[src/rtl/mult8_seq_ctrl.sv]
// mult8_seq_ctrl: sequential 8x8 unsigned shift-and-add multiplier.
// Takes one partial-product step per clock and owns the 16-bit product register.
// Optional build macro MULT8_EARLY_TERM_EN ends the iteration as soon as
// no multiplier bits remain; a zero multiplier skips ITER entirely.
module mult8_seq_ctrl (
  input  logic        clk_in,
  input  logic        rst_in,
  input  logic        start_in,
  input  logic [7:0]  a_in,
  input  logic [7:0]  b_in,
  output logic        busy_out,
  output logic        done_out,
  output logic [15:0] product_out
);

  typedef enum logic [1:0] {
    S_IDLE,
    S_ITER,
    S_DONE
  } state_t;

  state_t      state_q;
  logic [15:0] mcand_q;
  logic [15:0] acc_q;
  logic [7:0]  mplier_q;
  logic [2:0]  cnt_q;
  logic        busy_q;
  logic        done_q;

  logic [15:0] acc_d;
  logic [7:0]  mplier_d;
  logic        last_step_d;

  // Next partial sum, shifted multiplier and end-of-iteration decision.
  always_comb begin
    acc_d       = acc_q;
    mplier_d    = mplier_q >> 1;
    last_step_d = (cnt_q == 3'd7);
    if (mplier_q[0]) begin
      acc_d = acc_q + mcand_q;
    end
`ifdef MULT8_EARLY_TERM_EN
    if (mplier_d == '0) begin
      last_step_d = 1'b1;
    end
`endif
  end

  // Controller FSM with registered busy/done strobes and datapath registers.
  always_ff @(posedge clk_in) begin
    if (rst_in) begin
      state_q  <= S_IDLE;
      mcand_q  <= '0;
      acc_q    <= '0;
      mplier_q <= '0;
      cnt_q    <= '0;
      busy_q   <= 1'b0;
      done_q   <= 1'b0;
    end else begin
      case (state_q)
        S_IDLE: begin
          busy_q <= 1'b0;
          done_q <= 1'b0;
          if (start_in) begin
            mcand_q  <= {8'h00, a_in};
            mplier_q <= b_in;
            acc_q    <= '0;
            cnt_q    <= '0;
`ifdef MULT8_EARLY_TERM_EN
            if (b_in == '0) begin
              state_q <= S_DONE;
              done_q  <= 1'b1;
            end else begin
              state_q <= S_ITER;
              busy_q  <= 1'b1;
            end
`else
            state_q <= S_ITER;
            busy_q  <= 1'b1;
`endif
          end
        end
        S_ITER: begin
          acc_q    <= acc_d;
          mcand_q  <= mcand_q << 1;
          mplier_q <= mplier_d;
          cnt_q    <= cnt_q + 3'd1;
          if (last_step_d) begin
            state_q <= S_DONE;
            busy_q  <= 1'b0;
            done_q  <= 1'b1;
          end
        end
        S_DONE: begin
          state_q <= S_IDLE;
          busy_q  <= 1'b0;
          done_q  <= 1'b0;
        end
        default: begin
          state_q <= S_IDLE;
          busy_q  <= 1'b0;
          done_q  <= 1'b0;
        end
      endcase
    end
  end

  assign busy_out    = busy_q;
  assign done_out    = done_q;
  assign product_out = acc_q;

endmodule
[config.mk]
export PLATFORM = sky130hd
export DESIGN_NAME = mult8_seq_ctrl
export DESIGN_NICKNAME = d
export VERILOG_FILES = /design/src/rtl/mult8_seq_ctrl.sv
export SDC_FILE = /design/constraint.sdc
export NUM_CORES = 1
export LEC_CHECK = 0
export CAP_MARGIN = 20
export CORE_ASPECT_RATIO = 0.75
export CORE_UTILIZATION = 50
export CTS_BUF_LIST = sky130_fd_sc_hd__clkbuf_4
export DETAILED_ROUTE_END_ITERATION = 8
export PLACE_DENSITY = 0.74
export SYNTH_ARGS = -nofsm -noshare
export SYNTH_HDL_FRONTEND = slang
export SYNTH_SLANG_ARGS = --single-unit
[constraint.sdc]
create_clock -name clk_in -period 2.5 [get_ports clk_in]
set_clock_uncertainty 0.1 [all_clocks]
set_input_delay 0.5 -clock clk_in [delete_from_list [all_inputs] [get_ports clk_in]]
set_output_delay 0.5 -clock clk_in [all_outputs]
set_load 0.05 [all_outputs]
==> metrics.md, run 1 <==
| Metric | Value |
|---|---|
| Critical path fanouts, max | `6` |
| Number of setup buffers added after CTS | `0` |
| Fin crit period | `2350 ps` |
| Detail Placement HPWL | `4270 um` |
| Share of layout cells above drive strength 1 | `7.40%` |
| Number of global-route vias before repair | `2070` |
| Final hold slack | `380 ps` |
| Cts repair resizes | `0` |
| Cts hold-fix bufs | `0` |
| Flops & latches, synth | `between 40 and 50` |
| Final critical-path share of the clock period | `94.1%` |
| Total Nets Final | `374` |
| Post-synthesis xor/xnor area fraction | `4.54%` |
| Total Neg Setup Slack | `0 ps` |
| DIE WIDTH | `83.8 um` |
| Total Routing Usage GR | `23.4%` |
| Slew headroom | `53.4%` |
| H-tree levels | `2` |
| Async set or reset register ratio after synthesis | `0%` |
| Clk_lat worst skew | `370 ps` |
| PwrDens | `about 460 nW/um^2` |
| Synth Area in Adders | `a little under a tenth` |
| DR vias | `2264` |
| WS Path Type | `reg2reg` |
| DR vias/cell | `between 5 and 6` |
| Wirelength, routed | `5780 um` |
| Post-Synth Simple-Gate Area | `18.9%` |
| Distinct cell type count after synthesis | `44` |
| Avg Inst Size Synth | `8.33 um^2` |
| Syn nets | `338` |
| Max-cap violations | `0` |
| CTS sink cnt | `47` |
| Worst-Margin Slew | `around 700 ps` |
| First-pass GRT wire length | `9920 um` |
| Setup crit end kind | `flip-flop` |
| Avg WL per Cell | `between 10 and 15 um` |
| Root buffer cell | `clkbuf_4` |
| LEAKAGE | `approximately 1.2 nW` |
| Dominant synthesized flop cell | `dfxtp_1` |
| Status | `finished, final reports clean` |
| Main combinational cell family by area after synthesis | `compound AO/OA/AOI/OAI gates` |
| Critical Path RT | `2720 ps` |
| Tot Pwr | `around 1.4 mW` |
| # setup viols final | `0` |
| Num CTS Buffers | `5` |
| Die area | `5310 um^2` |
| GR Overflow Total | `0` |
| CTS tree | `built` |
| EDFF count, synth | `0` |
| Crit path DAT | `2570 ps` |
| Area delta synth->final | `19.2%` |
| Post-synthesis compound-gate area fraction | `25.8%` |
| Initial antenna violation count | `0` |
| Reg clk slew, reported paths | `140 ps` |
| Startpoint types | `flip-flop` |
| Post-synthesis mux area share | `0.399%` |
| CP max stage cell | `dfxtp_1` |
| Mapped Cells | `301` |
| IO Count | `37` |
| Cells along the critical path | `ha_1, inv_1, fa_1, and2b_1, o211ai_2, a31oi_4, a31oi_1, xor2_1, o21ai_1` |
| Ys Warns | `0` |
| Crit path largest cell delay | `410 ps` |
| Initial cell density of the core | `54.2%` |
| Clock Path Buffers | `2` |
| TritonRoute pass-1 iters | `4` |
| Cells after DPL | `~390` |
| Drt drc | `0` |
| Slew Limit Fails | `0` |
| Final Non-Filler Cells | `395` |
| Routability cong. | `0.882` |
| Hold Crit Class | `reg2reg` |
| Die span in y | `approximately 63 um` |
| Fillcell total | `396` |
| Final hold vios | `0` |
| 1st-iter DRT viols | `152` |
| Port Buffers | `36` |
| Peak supply drop | `about 0.37 mV` |
| Ant. Diodes | `0` |
| DRT antenna net count | `0` |
| Fin util | `64.6%` |
| RSZ-0062 raised after global routing | `false` |
| Fmax | `0.425 GHz` |
| Sequential share of the synthesized area | `37.5%` |
| Core ar. | `4620 um^2` |
| Mapped Area | `roughly 2500 um^2` |
| Core Rows | `21` |
| Largest net degree at the start of global routing | `27` |
[final cells by class]
class / count / area (um^2) / area share, %
Clock buffer: 5 / 37.5 / 1.26
Inverter: 6 / 22.5 / 0.754
Tap cell: 57 / 71.3 / 2.39
Timing Repair Buffer: 44 / 420 / 14.1
Clock inverter: 3 / 15.0 / 0.503
Multi-Input combinational cell: 233 / 1480 / 49.5
Sequential cell: 47 / 941 / 31.5
[worst paths after layout]
kind | startpoint | endpoint | slack, ps | cells past startpoint
max | mcand_q[0] | product_out[12] | 150 | 9
min | product_out[7] | product_out[7] | 380 | 2
min reg2reg | product_out[7] | product_out[7] | 380 | 2
max reg2reg | mcand_q[0] | product_out[12] | 150 | 9
[layout by cell type (no fill, tap or decap), types with 3 or more instances in the layout]
cell type        netlist  routed
nand2_1               47      47
dfxtp_1               47      47
nor2_1                42      42
clkdlybuf4s50_1        0      36
a21oi_1               21      21
ha_1                  17      17
a311oi_1              14      14
a22oi_1               10      10
o21ai_1               10      10
buf_4                  1       8
xor2_1                 7       7
inv_1                  6       6
xnor2_1                6       6
clkbuf_4               0       5
a211oi_1               4       4
nor2b_1                5       4
o21ai_0                4       4
and2_1                 4       4
a21o_1                 4       4
a32oi_1                4       4
nand3_1                4       4
nand2b_1               3       3
o21a_1                 3       3
[flip-flops by register name (all words and copies together) (netlist names)]
register     flops
busy_out         1
cnt_q            3
done_out         1
mcand_q         16
mplier_q         8
product_out     16
state_q          2
[worst max-delay path, delay by kind of cell, from the launching register on]
family	cells	cell delay, ps
AO/OA/AOI/OAI	4	700
adder cells (fa/ha/maj)	2	610
flip-flops	1	410
AND/OR/NAND/NOR	1	250
XOR/XNOR	1	160
buffers and inverters	1	70
[report_power, final]
part           total [mW]  internal [mW]  switching, mW
Combinational       0.215         0.0926          0.122
Clock               0.353          0.103          0.249
Sequential          0.809          0.780         0.0292
Total                1.38          0.976          0.400
[Yosys cell counts, types with 2 or more instances]
master     n  area share, %
a211oi_1   4            1.2
a21o_1     4            1.2
a21oi_1   21            4.2
a22oi_1   10            3.0
a311oi_1  14            4.9
a32oi_1    4            1.4
a41oi_1    2           0.70
and2_1     4            1.0
and3_1     2           0.50
buf_2      5            1.0
clkbuf_1   9            1.3
dfxtp_1   47             38
ha_1      17            8.5
inv_1      6           0.90
nand2_1   47            7.0
nand2b_1   3           0.75
nand3_1    4           0.80
nor2_1    42            6.3
nor2b_1    5            1.2
o211ai_2   2            1.0
o21a_1     3           0.90
o21ai_0    4           0.80
o21ai_1   10            2.0
xnor2_1    6            2.1
xor2_1     7            2.4
[routing by layer]
metal	up-vias	routed length, um	GRT usage (%)
li1	1145	-	-
met1	1040	2950	35.5
met2	72	2400	32.2
met3	7	367	5.37
met4	0	61	7.42
met5	-	0	0
[kinds of logic after synthesis]
group	after synthesis
compound gates	89
buf+inv	21
simple gates	112
mux	1
fa+ha+maj	18
flops	47
xor+xnor	13
[through the flow]
step | area [um^2] | setup slack, ps
after detailed placement | 2940 | 181
after global placement | 2940 | 277
after floorplan | 2510 | 43.0
after CTS | 2990 | 165
final | 2990 | 148
after global routing | 2990 | 1.26
No activity file was read; power rests on OpenSTA's default activity.
==> run 2, diff against run 1 <==
--- a/config.mk
+++ b/config.mk
@@ -5,7 +5,6 @@
 export SDC_FILE = /design/constraint.sdc
 export NUM_CORES = 1
 export LEC_CHECK = 0
-export CAP_MARGIN = 20
 export CORE_ASPECT_RATIO = 0.75
 export CORE_UTILIZATION = 50
 export CTS_BUF_LIST = sky130_fd_sc_hd__clkbuf_4
==> constraint.sdc (replaced) <==
create_clock -name clk_in -period 2.66 [get_ports clk_in]
set_clock_uncertainty 0.1 [all_clocks]
set_input_delay 0.532 -clock clk_in [delete_from_list [all_inputs] [get_ports clk_in]]
set_output_delay 0.532 -clock clk_in [all_outputs]
set_load 0.05 [all_outputs]
==> metrics.md, run 2 (synthesis results as in run 1) <==
| Metric | Value |
|---|---|
| Status | `finished, final reports clean` |
| Launch point of the worst reg-to-reg path | `mcand_q[0]` |
| Total Nets Final | `373 (-0.27%)` |
| Max-cap violations | `0 (unchanged)` |
| Avg WL per Cell | `14.3 um (-2.1%)` |
| Startpoint types | `flip-flop` |
| Core ar. | `4620 um^2 (unchanged)` |
| Placed inst area | `2930 um^2 (-0.26%)` |
| 1st-iter DRT viols | `96 (-37%)` |
| Fin crit period | `2380 ps (+28.1 ps)` |
| Initial antenna violation count | `0 (unchanged)` |
| LEAKAGE | `1.21 nW (+1.2%)` |
| Fmax | `0.420 GHz (-1.2%)` |
| Critical Path RT | `2880 ps (+160 ps)` |
| Area delta synth->final | `20.0%` |
| Routability cong. | `0.845 (-4.3%)` |
| Total Neg Setup Slack | `0 ps (unchanged)` |
| Largest net degree at the start of global routing | `27 (unchanged)` |
| H-tree levels | `2 (unchanged)` |
| Commonest cells after routing, fill and taps aside | `nand2_1 (47), dfxtp_1 (47), nor2_1 (42), clkdlybuf4s50_1 (36), a21oi_1 (21)` |
| CTS tree | `built` |
| Cells along the critical path | `ha_1, inv_1, fa_1, and2b_1, o211ai_2, a31oi_4, a31oi_1, xor2_1, o21ai_1` |
| Share of layout cells above drive strength 1 | `7.72% (+0.32 points)` |
| Root buffer cell | `clkbuf_4` |
| PwrDens | `465 nW/um^2 (+1.0%)` |
| IO Count | `37 (unchanged)` |
| Final hold slack | `379 ps (-1.71 ps)` |
| Hold Startpoint | `product_out[7]` |
| # setup viols final | `0 (unchanged)` |
| DRT antenna net count | `0 (unchanged)` |
| Worst-Margin Slew | `799 ps (+103 ps)` |
| Slew Limit Fails | `0 (unchanged)` |
| Ant. Diodes | `0 (unchanged)` |
| Design area | `3010 um^2 (+0.71%)` |
| Final critical-path share of the clock period | `89.5% (-4.6 points)` |
| Critical path's top delay family | `compound AO/OA/AOI/OAI gates` |
| Number of global-route vias before repair | `2056 (-0.68%)` |
| Setup WS pre-CTS | `236 ps (+55.0 ps)` |
| Crit path largest cell delay | `430 ps (+20 ps)` |
| Cts hold-fix bufs | `0 (unchanged)` |
| Drt drc | `0 (unchanged)` |
| Cts repair resizes | `0 (unchanged)` |
| Final hold vios | `0 (unchanged)` |
| Die span in y | `63.3 um (unchanged)` |
| Detail Placement HPWL | `4160 um (-2.7%)` |
| Total Routing Usage GR | `23.2% (-0.23 points)` |
| Port Buffers | `36 (unchanged)` |
| First-pass GRT wire length | `9800 um (-1.2%)` |
| Number of setup buffers added after CTS | `0 (unchanged)` |
| Setup crit end kind | `flip-flop` |
| CP max stage cell | `dfxtp_1` |
| Crit path DAT | `2600 ps (+30 ps)` |
| Slew headroom | `46.5% (-6.9 points)` |
| FF/Latch Area | `941 um^2 (unchanged)` |
| Num CTS Buffers | `5 (unchanged)` |
| WS Path Type | `reg2reg` |
| GR Overflow Total | `0 (unchanged)` |
| DR vias | `2236 (-1.2%)` |
| Clock Path Buffers | `2 (unchanged)` |
| Clk_lat worst skew | `380 ps (about the same)` |
| Initial cell density of the core | `54.2% (unchanged)` |
| RSZ-0062 raised after global routing | `false` |
| Fillcell total | `404 (+2.0%)` |
| CTS sink cnt | `47 (unchanged)` |
| Peak supply drop | `0.359 mV (-2.5%)` |
| DIE WIDTH | `83.8 um (unchanged)` |
| Crit. Startpoint | `mcand_q[0]` |
| Hold Crit Class | `reg2reg` |
| DR vias/cell | `5.68 (-0.99%)` |
| Reg clk slew, reported paths | `150 ps (about the same)` |
| Die area | `5310 um^2 (unchanged)` |
| Critical path fanouts, max | `6 (unchanged)` |
| Core Rows | `21 (unchanged)` |
| CP Buf/Inv Count | `1 (unchanged)` |
| Wirelength, routed | `5650 um (-2.3%)` |
| Post-route setup slack | `280 ps (+132 ps)` |
| Multi-input logic area | `1480 um^2 (unchanged)` |
| TritonRoute pass-1 iters | `4 (unchanged)` |
==> run 2: cell types whose count changed in the layout (fill, tap and decap cells not counted), sizes merged <==
cell      change
buf           -1
bufinv        +1
clkinvlp      -1
==> run 2: cell type report <==
type	instances	share of cell area [%]
Clock inverter	3	1.46
Multi-Input combinational cell	233	49.2
Inverter	6	0.748
Sequential cell	47	31.3
Timing Repair Buffer	43	13.7
Tap cell	57	2.37
Clock buffer	5	1.25
==> run 2: metal layers <==
layer  global-route usage [%]  wire (um)
met1                     33.4       2880
met2                     34.6       2360
met3                     4.33        331
met4                     7.84         78
met5                        0          0
==> run 2: where the power goes <==
part / switching (mW) / total, mW / internal (mW)
Sequential: 0.0263 / 0.759 / 0.733
Clock: 0.242 / 0.440 / 0.198
Combinational: 0.115 / 0.201 / 0.0859
Total: 0.383 / 1.40 / 1.02
==> run 2: worst paths after layout <==
check             cells past startpoint         endpoint  slack (ps)
hold / removal                        2   product_out[7]         380
setup / recovery                      9  product_out[12]         280
setup reg to reg                      9  product_out[12]         280
hold reg to reg                       2   product_out[7]         380
==> run 2: stage by stage <==
| stage | std cells | total power, mW | util (%) |
|---|---|---|---|
| floorplan | 301 | 0.903 | - |
| global placement | 386 | 0.971 | 63.3 |
| detailed placement | 386 | 0.975 | 63.3 |
| CTS | 394 | 1.41 | 65.1 |
| global route | 394 | 1.47 | 65.1 |
| finish | 394 | 1.40 | 65.1 |
==> run 2: worst register-to-register path: cells and delay by family (launching register included) <==
kind	cells	cell delay, ps
flops	1	430
simple gates	1	260
fa+ha+maj	2	650
compound gates	4	660
xor+xnor	1	150
buf+inv	1	70
==> run 3, diff against run 2 <==
--- a/config.mk
+++ b/config.mk
@@ -10,6 +10,7 @@
 export CTS_BUF_LIST = sky130_fd_sc_hd__clkbuf_4
 export DETAILED_ROUTE_END_ITERATION = 8
 export PLACE_DENSITY = 0.74
+export SKIP_LAST_GASP = 1
 export SYNTH_ARGS = -nofsm -noshare
 export SYNTH_HDL_FRONTEND = slang
 export SYNTH_SLANG_ARGS = --single-unit
==> results of run 3 <==
No change in the layout: final DEF, timing and power equal those of run 2.
